$ cat config.mk
export PLATFORM = sky130hd
export DESIGN_NAME = dili_stream_bridge
export DESIGN_NICKNAME = d
export VERILOG_FILES = /design/src/rtl/dili_stream_bridge.sv
export SDC_FILE = /design/constraint.sdc
export NUM_CORES = 2
export LEC_CHECK = 0
export ABC_CLOCK_PERIOD_IN_PS = 18000
export CAP_MARGIN = 40
export CORE_MARGIN = 2
export CORE_UTILIZATION = 35
export CTS_BUF_LIST = sky130_fd_sc_hd__clkbuf_16
export CTS_CLUSTER_DIAMETER = 100
export DETAILED_ROUTE_END_ITERATION = 16
export PLACE_DENSITY = 0.59
export SETUP_SLACK_MARGIN = 0.02
export SLEW_MARGIN = 5
export SYNTH_ARGS = -nofsm -noshare
export SYNTH_HDL_FRONTEND = slang
export SYNTH_SLANG_ARGS = --single-unit
$ cat constraint.sdc
create_clock -name clk -period 18 [get_ports clk]
set_input_delay 1.8 -clock clk [delete_from_list [all_inputs] [get_ports clk]]
set_output_delay 1.8 -clock clk [all_outputs]
set_load 0.005 [all_outputs]
$ cat src/rtl/dili_stream_bridge.sv
// dili_stream_bridge: job engine that streams buffered host words to a Dilithium
// DUT over valid/ready and buffers the DUT results for host readback.
//
//   state    | meaning
//   ST_IDLE  | after reset/clear, waiting for start_i
//   ST_RUN   | feeding input words to the DUT, results may already return
//   ST_DRAIN | all input words sent, collecting remaining results
//   ST_DONE  | job complete, FIFO contents kept, start_i launches next job
module dili_stream_bridge #(
    parameter int pW      = 64,
    parameter int pOUT_W  = 92,
    parameter int pIN_AW  = 4,
    parameter int pOUT_AW = 4,
    parameter int pCNT_W  = 32
) (
    input  logic                clk,
    input  logic                resetn,
    input  logic                start_i,
    input  logic                clear_i,
    input  logic [15:0]         in_count_i,
    input  logic [15:0]         out_count_i,
    input  logic                host_wr_i,
    input  logic [pW-1:0]       host_wdata_i,
    input  logic                host_rd_i,
    output logic [pOUT_W-1:0]   host_rdata_o,
    output logic [pIN_AW:0]     in_level_o,
    output logic [pOUT_AW:0]    out_level_o,
    output logic                dut_valid_o,
    output logic [pW-1:0]       dut_data_o,
    input  logic                dut_ready_i,
    input  logic                dut_valid_i,
    input  logic [pOUT_W-1:0]   dut_data_i,
    output logic                dut_ready_o,
    output logic                busy_o,
    output logic                done_o,
    output logic                trigger_o,
    output logic [pCNT_W-1:0]   cycle_cnt_o,
    output logic                overflow_o,
    output logic                underflow_o
);
    localparam logic [1:0] ST_IDLE  = 2'd0;
    localparam logic [1:0] ST_RUN   = 2'd1;
    localparam logic [1:0] ST_DRAIN = 2'd2;
    localparam logic [1:0] ST_DONE  = 2'd3;

    localparam int IN_DEPTH  = 2 ** pIN_AW;
    localparam int OUT_DEPTH = 2 ** pOUT_AW;
    localparam logic [pIN_AW:0]  IN_FULL  = {1'b1, {pIN_AW{1'b0}}};
    localparam logic [pOUT_AW:0] OUT_FULL = {1'b1, {pOUT_AW{1'b0}}};

    logic [1:0]          r_state;
    logic [15:0]         r_in_cnt, r_out_cnt, r_sent, r_got;
    logic [pCNT_W-1:0]   r_cyc;
    logic                r_trig, r_ovf, r_unf;

    logic [pW-1:0]       r_in_mem [IN_DEPTH];
    logic [pIN_AW-1:0]   r_in_wp, r_in_rp;
    logic [pIN_AW:0]     r_in_lvl;
    logic [pOUT_W-1:0]   r_out_mem [OUT_DEPTH];
    logic [pOUT_AW-1:0]  r_out_wp, r_out_rp;
    logic [pOUT_AW:0]    r_out_lvl;

    logic w_rst, w_run, w_busy;
    logic w_in_push, w_in_pop, w_out_push, w_out_pop;

    // clear_i is a full synchronous re-initialisation, identical to reset
    assign w_rst      = !resetn || clear_i;
    assign w_run      = (r_state == ST_RUN);
    assign w_busy     = w_run || (r_state == ST_DRAIN);

    assign dut_valid_o = w_run && (r_in_lvl != '0) && (r_sent < r_in_cnt);
    assign dut_ready_o = w_busy && (r_out_lvl != OUT_FULL) && (r_got < r_out_cnt);

    // Full/empty decided on registered levels: no write-through on a full FIFO
    assign w_in_push  = host_wr_i && (r_in_lvl != IN_FULL);
    assign w_in_pop   = dut_valid_o && dut_ready_i;
    assign w_out_push = dut_valid_i && dut_ready_o;
    assign w_out_pop  = host_rd_i && (r_out_lvl != '0);

    always_ff @(posedge clk) begin
        if (w_rst) begin
            r_in_wp  <= '0;
            r_in_rp  <= '0;
            r_in_lvl <= '0;
            for (int i = 0; i < IN_DEPTH; i++) r_in_mem[i] <= '0;
        end else begin
            if (w_in_push) begin
                r_in_mem[r_in_wp] <= host_wdata_i;
                r_in_wp           <= r_in_wp + pIN_AW'(1);
            end
            if (w_in_pop) r_in_rp <= r_in_rp + pIN_AW'(1);
            if (w_in_push && !w_in_pop)      r_in_lvl <= r_in_lvl + (pIN_AW+1)'(1);
            else if (!w_in_push && w_in_pop) r_in_lvl <= r_in_lvl - (pIN_AW+1)'(1);
        end
    end

    always_ff @(posedge clk) begin
        if (w_rst) begin
            r_out_wp  <= '0;
            r_out_rp  <= '0;
            r_out_lvl <= '0;
            for (int i = 0; i < OUT_DEPTH; i++) r_out_mem[i] <= '0;
        end else begin
            if (w_out_push) begin
                r_out_mem[r_out_wp] <= dut_data_i;
                r_out_wp            <= r_out_wp + pOUT_AW'(1);
            end
            if (w_out_pop) r_out_rp <= r_out_rp + pOUT_AW'(1);
            if (w_out_push && !w_out_pop)      r_out_lvl <= r_out_lvl + (pOUT_AW+1)'(1);
            else if (!w_out_push && w_out_pop) r_out_lvl <= r_out_lvl - (pOUT_AW+1)'(1);
        end
    end

    always_ff @(posedge clk) begin
        if (w_rst) begin
            r_state   <= ST_IDLE;
            r_in_cnt  <= '0;
            r_out_cnt <= '0;
            r_sent    <= '0;
            r_got     <= '0;
            r_cyc     <= '0;
            r_trig    <= 1'b0;
            r_ovf     <= 1'b0;
            r_unf     <= 1'b0;
        end else begin
            r_trig <= w_busy;
            if (host_wr_i && !w_in_push)      r_ovf <= 1'b1;
            if (host_rd_i && (r_out_lvl == '0)) r_unf <= 1'b1;
            if (w_in_pop)   r_sent <= r_sent + 16'd1;
            if (w_out_push) r_got  <= r_got + 16'd1;
            if (w_busy && (r_cyc != '1)) r_cyc <= r_cyc + pCNT_W'(1);
            case (r_state)
                ST_IDLE, ST_DONE: begin
                    if (start_i) begin
                        r_state   <= ST_RUN;
                        r_in_cnt  <= in_count_i;
                        r_out_cnt <= out_count_i;
                        r_sent    <= '0;
                        r_got     <= '0;
                        r_cyc     <= '0;
                    end
                end
                ST_RUN:   if (r_sent == r_in_cnt) r_state <= ST_DRAIN;
                ST_DRAIN: if (r_got == r_out_cnt) r_state <= ST_DONE;
                default:  r_state <= ST_IDLE;
            endcase
        end
    end

    assign host_rdata_o = r_out_mem[r_out_rp];
    assign dut_data_o   = r_in_mem[r_in_rp];
    assign in_level_o   = r_in_lvl;
    assign out_level_o  = r_out_lvl;
    assign busy_o       = w_busy;
    assign done_o       = (r_state == ST_DONE);
    assign trigger_o    = r_trig;
    assign cycle_cnt_o  = r_cyc;
    assign overflow_o   = r_ovf;
    assign underflow_o  = r_unf;
endmodule

; Word level (Yosys, flattened, before mapping)
; Memories as Yosys holds them, arrays and structs flattened. A register that Yosys moved wholly into a read port is not among the register bits.
; Cells that the tools add are included.
[classes]
add_sub_neg = 11
n_mux = 35
eq_ne = 11
n_reduce_logical = 33
n_lt_le_gt_ge = 2
[ops]
columns = cell, count
row1 = 16-bit two-way mux, 6
row2 = 32-bit two-way mux, 3
row3 = 92-bit two-way mux, 1
row4 = 92-bit OR reduction, 1
row5 = 64-bit two-way mux, 1
row6 = 64-bit OR reduction, 1
row7 = 16-bit by 1-bit adder with 16-bit output (second input constant), 2
row8 = 32-bit by 1-bit adder with 32-bit output (second input constant), 1
row9 = 16-bit equality test, 2
row10 = 16-bit < comparator, 2
row11 = 32-bit != test (second input constant), 1
row12 = 4-bit two-way mux, 6
row13 = 5-bit two-way mux, 4
row14 = 4-bit by 1-bit adder with 4-bit output (second input constant), 4
row15 = 1-bit logical AND, 15
row16 = 5-bit by 1-bit adder with 5-bit output (second input constant), 2
row17 = 1-bit two-way mux, 10
row18 = 5-bit != test (second input constant), 2
row19 = 5-bit nonzero test, 2
row20 = 5-bit by 1-bit subtractor with 5-bit output (second input constant), 2
row21 = 2-bit two-way mux, 3
row22 = 2-bit case mux with 3 select lines, 1
row23 = 1-bit zero test, 5
row24 = 5-bit zero test, 1
row25 = other kinds (10), 14
[word_totals]
word_cells = 109
ram_bits = 2496
memories = 2
reg_bits = 127
input_bits = 196
out_inout_bits = 205
[mem_list]
columns = name, depth, word_bits, read_ports, rd_clocked_by_memory_dff, wr, line
row1 = r_out_mem, 16, 92, 1, 1, 16, 59  ; logic [pOUT_W-1:0] r_out_mem [OUT_DEPTH];
row2 = r_in_mem, 16, 64, 1, 1, 16, 56  ; logic [pW-1:0] r_in_mem [IN_DEPTH];

; Logic depth before layout (Yosys ltp)
[logic_depth]
depth_word = 10
ltp_mapped = 18
ltp_nobuf = 16

; Worst setup path before layout
; Ideal clock, no wire load.
[synth_path]
kind = input-to-reg
startpoint = input port resetn
endpoint = memory r_out_mem[0][0], enable pin
n_path_buf = 0
setup_ps = 670
slack_ps = 8313
path_stages = 4
t_required_ps = 17330
t_arrival_ps = 9017
path_cell_list = nor2b_1 -> nand2_1 -> or3_1 -> o21ai_0
[synth_lines]
columns = item, line
row1 = start: declaration, 17  ; input logic resetn,
row2 = end: declaration, 59

==> impl_results.rst <==
.. list-table::
   :header-rows: 1

   * - Metric
     - Value
   * - Setup repair after global routing missed its margin
     - false
   * - Number of cells traversed by the worst hold path
     - 2
   * - Startpoint of the lowest-slack hold path
     - r_out_cnt[6]$_SDFFE_PP0P_
   * - Result of the run
     - completed
   * - Relative max-transition margin
     - 10.8%
   * - Highest Clock Rate
     - 133 MHz
   * - Post-synthesis average cell area
     - 15.3 um^2
   * - Yosys reg bits
     - 2631
   * - Sum of negative setup slack
     - 0 ps
   * - Final design utilization
     - 41.2%
   * - Number of nets produced by synthesis
     - 7814
   * - Detailed Route WL
     - 340000 um
   * - Required time worst endpoint
     - 16200 ps
   * - Most common library cell in the layout ignoring fill and taps
     - edfxtp_1
   * - Count of routing violations after the opening detailed-route iteration
     - 7542
   * - Post-detail-place hpwl
     - 193000 um
   * - Initial Util
     - 35.2%
   * - Sum of overflow across all layers after global routing
     - 0
   * - Shortest clock period the worst path allows after layout
     - 7500 ps
   * - Core area
     - 328000 um^2
   * - Pin count of the biggest net entering global routing
     - 163
   * - DIE WIDTH
     - 578 um
   * - Number of global-route vias before repair
     - 69100
   * - Leakage dissipation
     - 46.0 nW
   * - Worst hold slack after final layout
     - 458 ps
   * - Cells after Synth
     - 7559
   * - Io pins
     - 401
   * - P&R area growth vs syn
     - 16.8%
   * - Most instantiated flip-flop cell in the synthesis netlist
     - edfxtp_1
   * - DRC
     - 0
   * - Vias per std cell
     - 5.43
   * - Total of warnings raised by yosys
     - 0
   * - TritonCTS clock tree
     - yes
   * - Placed Cells
     - 11900
   * - Power, Total
     - 13.6 mW
   * - Antenna violations before repair
     - 44
   * - Most area-consuming cells after synthesis
     - edfxtp_1 65%, mux4_2 15%, and2_1 5.6%, nor2_1 5.1%, dfxtp_1 2.3%
   * - Class of the tightest hold or removal check
     - register to register
   * - Most frequent cells in the layout
     - 2496 x edfxtp_1, 1550 x nor2_1, 1027 x and2_1
   * - Total setup violations reported at the end of the flow
     - 0
   * - Die span in y
     - 578 um
   * - Post-route clock period utilization
     - 41.7%
   * - Kind of capture point of the worst setup path
     - output pin
   * - CTS buffer count
     - 296
   * - Pre-CTS setup slack
     - 11040 ps
   * - Setup crit start kind
     - register
   * - Number of nets at the end of the flow
     - 8124
   * - Aggregate global-route resource usage
     - 20.0%
   * - Number of I/O port buffers
     - 400
   * - Share of Yosys cell area claimed by the top area cell type
     - 64.9%
   * - Area of the mapped netlist
     - 115000 um^2
   * - Number of flops mapped to enable cells by yosys
     - 2496
   * - Hold buffer count at cts
     - 0
   * - Worst reg2reg startpoint
     - r_got[7]$_SDFF_PP0_
   * - Clock H-tree levels
     - 5
   * - Resized cells post-CTS
     - 0
   * - Non-Filler Cell Area, Final
     - 135000 um^2
   * - Post-route clock skew
     - 74.7 ps
   * - Transition time of the tightest slew-check pin
     - 1340 ps
   * - First-pass GRT wire length
     - 489000 um
   * - First-pass DRT Iterations
     - 5
   * - Portion of the post-synthesis area used by sequential elements
     - 67.3%
   * - Worst flop-to-flop path endpoint
     - r_out_mem[10][31]$_SDFFCE_PN0P_
   * - Standard-cell row count
     - 210
   * - Fill cell total of the finished layout
     - 29400
   * - Placed cell area
     - 126000 um^2
   * - Critical path data arrival time
     - 5700 ps
   * - Endpoints failing hold
     - 0
   * - Number of buffers on the longest clock path
     - 4
   * - Total Die Area
     - 334000 um^2
   * - Final non-filler cell total
     - 12500
   * - Later-pin clock latency in the skew report
     - 900 ps
   * - Multi-input gate area in the final layout
     - 35500 um^2
   * - Wire length per cell after detailed routing
     - 27.3 um
   * - Slack of the worst reg-to-reg path
     - 12420 ps
   * - Areal power density over the cells
     - 101 nW/um^2
   * - Largest voltage drop on the vdd net
     - 0.0708 mV
   * - Post-synth ARST share
     - 0%
   * - Cell type with the highest aggregate area in the netlist
     - edfxtp_1
   * - Total vias in the final route
     - 67600
   * - Clock slew seen by the registers of the worst setup and hold paths
     - 50 ps
   * - Number of post-CTS setup repair buffers
     - 0
   * - TritonCTS Sinks
     - 2631
   * - Number of max-cap violations
     - 0
   * - Number of distinct standard cells referenced by the synthesized netlist
     - 54
   * - Type of the worst setup path
     - register to output pin
   * - Setup slack of the critical path after layout
     - 10500 ps
   * - Register cell area after layout
     - 77700 um^2
   * - Final antenna-violating net count
     - 0
   * - Fraction of layout cells with a size suffix above 1
     - 17.9%
   * - Cell depth of the worst flop-to-flop path
     - 13
   * - Largest driver fanout on the critical path
     - 90
   * - Number of pins exceeding their max-slew limit in the final report
     - 0
   * - Clock Tree Root
     - clkbuf_16
   * - Routability cong.
     - 0.767
   * - Endpoint of the worst hold path
     - r_out_cnt[6]$_SDFFE_PP0P_
## where the power goes
group          total (mW)  switching [mW]  internal, mW
Combinational       0.849           0.508         0.340
Clock                5.78            2.52          3.26
Sequential           7.01          0.0750          6.93
Total                13.6            3.10          10.5
## final cells by class
type | count | area share [%]
tap | 4346 | 4.03
clock inverter | 225 | 1.19
sequential | 2631 | 57.6
timing repair buffer | 592 | 5.08
antenna | 17 | 0.0316
multi-input combinational | 4295 | 26.3
clock buffer | 302 | 5.61
inverter | 53 | 0.148
## sequential cells by signal, summed over array words and instances, names as in the netlist, 5 cells and up, named ones only
| name | cells |
|---|---|
| r_out_mem | 1472 |
| r_in_mem | 1024 |
| cycle_cnt_o | 32 |
| r_got | 16 |
| r_in_cnt | 16 |
| r_out_cnt | 16 |
| r_sent | 16 |
| in_level_o | 5 |
| out_level_o | 5 |
## worst max-delay path: stages, from the launching register on
cell and delay [ps]:
dfxtp_4 780, buf_12 680, buf_4 740, buf_4 570, buf_12 290, mux4_2 530, mux4_2 560, clkdlybuf4s50_1 480
## routing by layer
layer  GRT usage (%)  up-vias  part of all wire (%)  wire (um)
li1                -    28500                     -          -
met1            26.5    35500                    39     134000
met2            33.6     3055                    49     167000
met3            3.93      530                   8.6      29300
met4            5.62       26                   2.7       9070
met5               0        -                 0.048        162
## kinds of logic (layout without fill, tap and decap cells)
kind of cell    Yosys count  in the layout  share of synthesized area [%]
xor+xnor                 47             47                          0.357
fa+ha+maj                59             59                          0.653
mux                     788            788                           15.3
simple gates           3229           3229                           13.1
buf+inv                 633           1172                           2.45
compound gates          172            172                          0.864
other cells               0             17                              0
flops                  2631           2631                           67.3
## synthesized netlist by cell type (2+ instances only)
cell type  count
and4_1         6
nand3_1       28
buf_6         17
o21ai_0       48
fa_1           2
nor2_1      1562
inv_1         53
o211ai_1       4
and3_1         4
nor3_1        13
mux4_2       780
a21o_1         4
nand2b_1       9
a21oi_1       84
nor4_1         6
nor2b_1        6
or3_1         16
a31oi_1        2
xnor2_1       18
o31ai_1       16
nand4_1       33
mux2i_1        7
and2_1      1028
buf_1         31
o21a_1         2
buf_4         22
edfxtp_1    2496
nor3b_1        3
or4_1         24
xor2_1        29
buf_2        192
nand2_1      481
ha_1          57
dfxtp_1      135
or2_2          4
clkbuf_1     318
a2111o_1       2
## worst max-delay path by stage
| stage | startpoint | endpoint | slack, ps | cells past startpoint |
|---|---|---|---|---|
| finish | register | host_rdata_o[36] | 10500 | 7 |
| global route | register | host_rdata_o[38] | 9980 | 7 |
| CTS | register | host_rdata_o[36] | 10260 | 7 |
| detailed placement | resetn | r_in_mem[2][44]$_SDFFCE_PN0P_ | 11040 | 9 |
| global placement | resetn | r_in_mem[3][41]$_SDFFCE_PN0P_ | 11020 | 9 |
| floorplan | resetn | r_out_mem[0][0]$_SDFFCE_PN0P_ | 8310 | 4 |
Power figures use the tool's default switching activity.
